===== src/rtl/msrv_32_instr_queue.sv =====
// Decoupling queue between fetch and decode: a circular buffer of {pc, instr}
// entries that presents a NOP with all decode fields sliced whenever it is empty or flushed.
module msrv_32_instr_queue #(
   parameter int          DEPTH     = 4,
   parameter int          PC_W      = 32,
   parameter logic [31:0] NOP_INSTR = 32'h00000013
) (
   input  logic                       ms_riscv32_mp_clk_in,
   input  logic                       ms_riscv32_mp_rst_in,
   input  logic                       flush_in,
   input  logic                       instr_valid_in,
   input  logic [31:0]                instr_in,
   input  logic [PC_W-1:0]            pc_in,
   output logic                       instr_ready_out,
   input  logic                       dec_ready_in,
   output logic                       dec_valid_out,
   output logic [6:0]                 opcode_out,
   output logic [2:0]                 funct3_out,
   output logic [6:0]                 funct7_out,
   output logic [4:0]                 rs1addr_out,
   output logic [4:0]                 rs2addr_out,
   output logic [4:0]                 rdaddr_out,
   output logic [11:0]                csr_addr_out,
   output logic [31:7]                instr_out,
   output logic [PC_W-1:0]            pc_out,
   output logic [$clog2(DEPTH+1)-1:0] count_out
);

   localparam int PTR_W = $clog2(DEPTH);
   localparam int CNT_W = $clog2(DEPTH + 1);
   localparam logic [CNT_W-1:0] FULL_CNT = CNT_W'(DEPTH);

   logic [PTR_W-1:0] rptr_q, rptr_d;
   logic [PTR_W-1:0] wptr_q, wptr_d;
   logic [CNT_W-1:0] count_q, count_d;

   logic [31:0]     instr_mem_q [DEPTH];
   logic [PC_W-1:0] pc_mem_q    [DEPTH];

   logic        push, pop;
   logic [31:0] pres_instr;

   assign instr_ready_out = (count_q != FULL_CNT) && !flush_in;
   assign dec_valid_out   = (count_q != '0) && !flush_in;
   assign push            = instr_valid_in && instr_ready_out;
   assign pop             = dec_valid_out && dec_ready_in;

   // Pointers are powers-of-two wide, so the increment wraps DEPTH-1 -> 0 on its own.
   always_comb begin
      rptr_d  = rptr_q;
      wptr_d  = wptr_q;
      count_d = count_q;
      if (flush_in) begin
         rptr_d  = '0;
         wptr_d  = '0;
         count_d = '0;
      end else begin
         if (push) wptr_d = wptr_q + PTR_W'(1);
         if (pop)  rptr_d = rptr_q + PTR_W'(1);
         case ({push, pop})
            2'b10:   count_d = count_q + CNT_W'(1);
            2'b01:   count_d = count_q - CNT_W'(1);
            default: count_d = count_q;
         endcase
      end
   end

   always_ff @(posedge ms_riscv32_mp_clk_in or posedge ms_riscv32_mp_rst_in) begin
      if (ms_riscv32_mp_rst_in) begin
         rptr_q  <= '0;
         wptr_q  <= '0;
         count_q <= '0;
      end else begin
         rptr_q  <= rptr_d;
         wptr_q  <= wptr_d;
         count_q <= count_d;
      end
   end

   // Entry storage keeps its contents across reset and flush; only pointers say what is live.
   always_ff @(posedge ms_riscv32_mp_clk_in) begin
      if (push) begin
         instr_mem_q[wptr_q] <= instr_in;
         pc_mem_q[wptr_q]    <= pc_in;
      end
   end

   assign pres_instr = dec_valid_out ? instr_mem_q[rptr_q] : NOP_INSTR;

   assign opcode_out   = pres_instr[6:0];
   assign funct3_out   = pres_instr[14:12];
   assign funct7_out   = pres_instr[31:25];
   assign rs1addr_out  = pres_instr[19:15];
   assign rs2addr_out  = pres_instr[24:20];
   assign rdaddr_out   = pres_instr[11:7];
   assign csr_addr_out = pres_instr[31:20];
   assign instr_out    = pres_instr[31:7];
   assign pc_out       = dec_valid_out ? pc_mem_q[rptr_q] : '0;
   assign count_out    = count_q;

endmodule

===== config.mk =====
export PLATFORM = sky130hd
export DESIGN_NAME = msrv_32_instr_queue
export DESIGN_NICKNAME = d
export VERILOG_FILES = /design/src/rtl/msrv_32_instr_queue.sv
export SDC_FILE = /design/constraint.sdc
export NUM_CORES = 1
export LEC_CHECK = 0
export CAP_MARGIN = 20
export CORE_ASPECT_RATIO = 0.7
export CORE_MARGIN = 5
export CORE_UTILIZATION = 50
export CTS_CLUSTER_SIZE = 16
export DETAILED_ROUTE_END_ITERATION = 8
export PLACE_DENSITY = 0.76
export REMOVE_ABC_BUFFERS = 1
export SLEW_MARGIN = 20
export SYNTH_ARGS = -nofsm -noshare
export SYNTH_HDL_FRONTEND = slang
export SYNTH_SLANG_ARGS = --single-unit
export TNS_END_PERCENT = 30

===== constraint.sdc =====
create_clock -name ms_riscv32_mp_clk_in -period 5.85 [get_ports ms_riscv32_mp_clk_in]
set_input_delay 1.17 -clock ms_riscv32_mp_clk_in [delete_from_list [all_inputs] [get_ports ms_riscv32_mp_clk_in]]
set_output_delay 1.17 -clock ms_riscv32_mp_clk_in [all_outputs]
set_load 0.005 [all_outputs]

Word-level counts from Yosys, hierarchy flattened
Memories as Yosys holds them, arrays and structs flattened.
Index checks and enable logic that the tools add are counted.
Operators by class
  reduce and logical (&&, ||, !) cells: 9
  div/mod/pow operators: 0
  $lt $le $gt $ge: 0
  bitwise operators: 0
  equal/unequal tests: 3
  add/sub/neg operators: 4
  $mul: 0
  shift-type cells: 0
  muxes and demuxes: 10
Operators by type and width (count)
  32-bit 2-to-1 mux: 2
  2-bit 2-to-1 mux: 4
  3-bit case mux with 2 select lines: 1
  3-bit nonzero test: 2
  2-bit by 1-bit adder with 2-bit output (second input constant): 2
  1-bit logical AND: 4
  2-bit nonzero test: 2
  3-bit by 1-bit adder with 3-bit output (second input constant): 1
  3-bit 2-to-1 mux: 1
  3-bit inequality test (second input constant): 1
  3-bit by 1-bit subtractor with 3-bit output (second input constant): 1
  2-bit by 1-bit equality test with 1-bit output (second input constant): 1
  2-bit equality test (second input constant): 1
  1-bit 2-to-1 mux: 2
  1-bit zero test: 1
Storage, ports and cells
  register bits after elaboration: 7
  output and inout port bits: 106
  memory bits (read-only): 0
  memories kept: 2
  RAM bits: 256
  input port bits: 69
  latch bits: 0
  logic and storage cells: 31
Memories
  instr_mem_q: depth 4, width 32, read ports 1, clocked after Yosys merged registers in 0, write ports 1, RTL line 37  | logic [31:0] instr_mem_q [DEPTH];
  pc_mem_q: depth 4, width 32, read ports 1, clocked after Yosys merged registers in 0, write ports 1, RTL line 38  | logic [PC_W-1:0] pc_mem_q [DEPTH];

Depth between registers and ports, before layout
  depth after elaboration: 6
  depth in mapped cells: 9

Least setup slack after synthesis
Ideal clock, no wire load.
  path type: in2reg
  start point: in instr_valid_in
  end point: mem instr_mem_q[0][0], enable pin
  data required time: 5.421 ns
  path buffers: 2
  arrival: 3.358 ns
  setup slack: 2.063 ns
  stages on the path: 5
  cells stage by stage: buf_2 > inv_1 > a211oi_2 > buf_2 > and2_1
On the way
  longest elaborated chain between the ends: 3
Ends and longest elaborated chain
  start, declared: RTL line 11  | input logic instr_valid_in,
  1-bit logical AND: RTL line 45  | assign push = instr_valid_in && instr_ready_out;
  1-bit 2-to-1 mux: RTL line 82  | if (push) begin
  1-bit 2-to-1 mux (implied by the code): RTL line 83  | instr_mem_q[wptr_q] <= instr_in;
  end, declared: RTL line 37
Every way passes these cells.

Worst setup path after layout
  start point: in flush_in
  end point: out csr_addr_out[3]
On the way
  longest elaborated chain between the ends: 3
Ends and longest elaborated chain
  start, declared: RTL line 10  | input logic flush_in,
  1-bit zero test: RTL line 44  | assign dec_valid_out = (count_q != '0) && !flush_in;
  1-bit logical AND: RTL line 44
  32-bit 2-to-1 mux: RTL line 88  | assign pres_instr = dec_valid_out ? instr_mem_q[rptr_q] : NOP_INSTR;
  end, declared: RTL line 23  | output logic [11:0] csr_addr_out,
Every way passes these cells.

==> flow_metrics.tcl <==
set metrics [dict create \
    regArea_mm2 0.00787 \
    vias_per_cell 5.37 \
    cp.depth 5 \
    grt_use_met2_pct 25.9 \
    hpwl_um 11700 \
    critPathBufInv 3 \
    num_rows 44 \
    slew_violations 0 \
    grt-ovfl-total 0 \
    clock_skew_ps 13.7 \
    antenna_found_initial 0 \
    dr.pass1.iters 4 \
    cts.clk_slew.worst_paths_ps 60 \
    power.switching_uw 916 \
    grtUsageTotal_pct 16.1 \
    h-tree-depth 1 \
    use_met3_pct 4.25 \
    ir_worst_vdd_mv 0.190 \
    grt_pass1_wl_um 30600 \
    ios 175 \
    worstPathRequired_ps 4680 \
    ys_ff_latch 263 \
    gp_congestion 0.788 \
    startpoint "flush_in" \
    areaGrowthSynthToFinish_pct 24.6 \
    cts_root_buffer "clkbuf_16" \
    fin_cells 945 \
    drive_gt1_share_pct 16.9 \
    pwr-share-comb_pct 12.2 \
    rsz0062_at_grt "no" \
    die_width_um 183 \
    final_cell_mix "edfxtp_1, clkdlybuf4s50_1, mux4_2" \
    max_freq_ghz 0.218 \
    async_flop_share_pct 2.66 \
    r2r_slack_ps 3190 \
    max_stage_delay_ps 680 \
    postLayoutCoreUtil_pct 63.1 \
    r2r-end "pc_mem_q[1][2]$_DFFE_PP_" \
    rr_worst_depth 3 \
    use_met1_pct 22.7 \
    cp_common_cell "clkdlybuf4s50_1" \
    post-cts-setup-buffers 0 \
    dp.cells 896 \
    yosysTopAreaCell "edfxtp_1" \
    placed_area_mm2 0.0122 \
    ys_types 32 \
    crit_fanout 39 \
    die_y_um 131 \
    ctsHoldBuffers 0 \
    busiest_layer "met2" \
    ctsResizeCount 0 \
    power.leakage_uw 0.00416 \
    synth-main-ff-cell "edfxtp_1" \
    hold_path.class "reg -> reg" \
    status "finished, final reports clean" \
    insertion_delay_ps 510 \
    yosysSeqAreaShare_pct 75.0 \
    cp-start-kind "input pin" \
    finalHoldViolCount 0 \
    path_delay_family "buffers and inverters" \
    setup_tns_ps 0 \
    r2r_start "count_out[0]$_DFFE_PP0P_" \
    nNetsFinal 722 \
    finalCriticalPeriod_ps 4580 \
    drc 0 \
    power_density_mw_per_mm2 333 \
    wire_per_inst_um 20.7 \
    cts_num_sinks 263 \
    cts_tree "done" \
    p_int_uw 3430 \
    fill_cells 1455 \
    p_clk_share_pct 37.3 \
    cts_made_buffers 26 \
    syn_avg_cell_area_um2 20.8 \
    syn_area_mm2 0.0105 \
    p_seq_share_pct 50.4 \
    critPathCapture "csr_addr_out[3]" \
    ys_warn_count 0 \
    portBuffers 174 \
    grt_max_degree 65 \
    finalCritPeriodShare_pct 78.4 \
    setup_viol 0 \
    cp_cell_sequence "clkdlybuf4s50_1, nor2_4, buf_12, and2_1, clkdlybuf4s50_1" \
    synth_edf_count 256 \
    core_mm2 0.0207 \
    crit_type "in -> out" \
    drt_iter0_drc 268 \
    worst_pin_slew_ps 1030 \
    relSlewSlack_pct 31.4 \
    drt_wl_total_um 19600 \
    dieArea_mm2 0.0240 \
    yosys.area.top_type_share_pct 73.4 \
    cp_slowest_cell "clkdlybuf4s50_1" \
    synth.area.top_cells "edfxtp_1, mux4_2, and2_1, buf_4, dfrtp_1" \
    antenna_left 0 \
    multi_input_area_mm2 0.00219 \
    final_common_cell "edfxtp_1" \
    start_util_pct 50.6 \
    maxCapViolations 0 \
    grt_pass1_vias 5509 \
    stdcell_area_mm2 0.0131 \
    syn_inst 504 \
    switching_share_pct 21.1 \
    cp.arrival_ps 3410 \
    end_kind "output port" \
    vias 5076 \
    cts_buffer_depth 3 \
]
## how the worst min path moves through the flow
| stage | endpoint | slack, ps | cells after the start | start |
|---|---|---|---|---|
| final | wptr_q[0]$_DFFE_PP0P_ | 600 | 1 | wptr_q[0]$_DFFE_PP0P_ |
| after detailed placement | wptr_q[0]$_DFFE_PP0P_ | 590 | 1 | wptr_q[0]$_DFFE_PP0P_ |
| after CTS | wptr_q[0]$_DFFE_PP0P_ | 610 | 1 | wptr_q[0]$_DFFE_PP0P_ |
| after global routing | wptr_q[0]$_DFFE_PP0P_ | 650 | 1 | wptr_q[0]$_DFFE_PP0P_ |
| after floorplan | wptr_q[0]$_DFFE_PP0P_ | 550 | 1 | wptr_q[0]$_DFFE_PP0P_ |
| after global placement | wptr_q[0]$_DFFE_PP0P_ | 570 | 1 | wptr_q[0]$_DFFE_PP0P_ |
## cell usage after synthesis, types with 2 or more instances
master,count
and2_1,65
or3_1,3
buf_4,37
nand2b_1,2
ha_1,4
buf_6,5
nand2_1,2
clkbuf_1,7
xor2_1,4
mux4_2,64
buf_2,13
a21oi_1,3
edfxtp_1,256
dfrtp_1,7
nor2_1,9
inv_1,6
o21ai_0,2
## through the flow
step           worst slack (ps)  total power, uW  hold slack [ps]
2_1_floorplan              1110             2490              555
3_3_place_gp               1240             2760              566
3_5_place_dp               1220             2780              592
4_1_cts                    1220             4410              607
5_1_grt                    1090             4530              650
6_report                   1270             4350              602
## layout make-up
cell class	instances	area share, %
sequential	263	60.3
multi-input combinational	173	16.8
timing repair buffer	178	13.7
clock buffer	28	5.20
tap	276	2.65
clock inverter	20	1.27
inverter	6	0.173
antenna	1	0.0192
## power groups by stage
| stage | Combinational (uW) | Clock, uW | Sequential, uW |
|---|---|---|---|
| 6_report | 533 | 1620 | 2190 |
| 3_3_place_gp | 533 | 0 | 2230 |
| 4_1_cts | 544 | 1670 | 2200 |
| 2_1_floorplan | 248 | 0 | 2240 |
| 5_1_grt | 577 | 1750 | 2200 |
| 3_5_place_dp | 541 | 0 | 2240 |
## state kept, by name, summed over array words and instances (netlist names)
name,flops
instr_mem_q,128
pc_mem_q,128
count_out,3
rptr_q,2
wptr_q,2
## logic make-up (layout without fill, tap and decap cells)
group                    Yosys count  after routing  synth area share [%]
flip-flops                       263            263                  75.0
AND/OR/NAND/NOR                   85             85                  4.87
buffers and inverters             68            232                  4.27
multiplexers                      66             66                  14.0
AO/OA/AOI/OAI                     12             12                 0.788
adder cells (fa/ha/maj)            5              5                 0.669
XOR/XNOR                           5              5                 0.418
other                              0              1                     0
## per-layer routing
layer  up-vias  wire length [um]
met4         0               357
met1      2597              8560
met2       195              9220
li1       2256                 -
met5         -                 0
met3        28              1420
No activity file was read; power rests on OpenSTA's default activity.
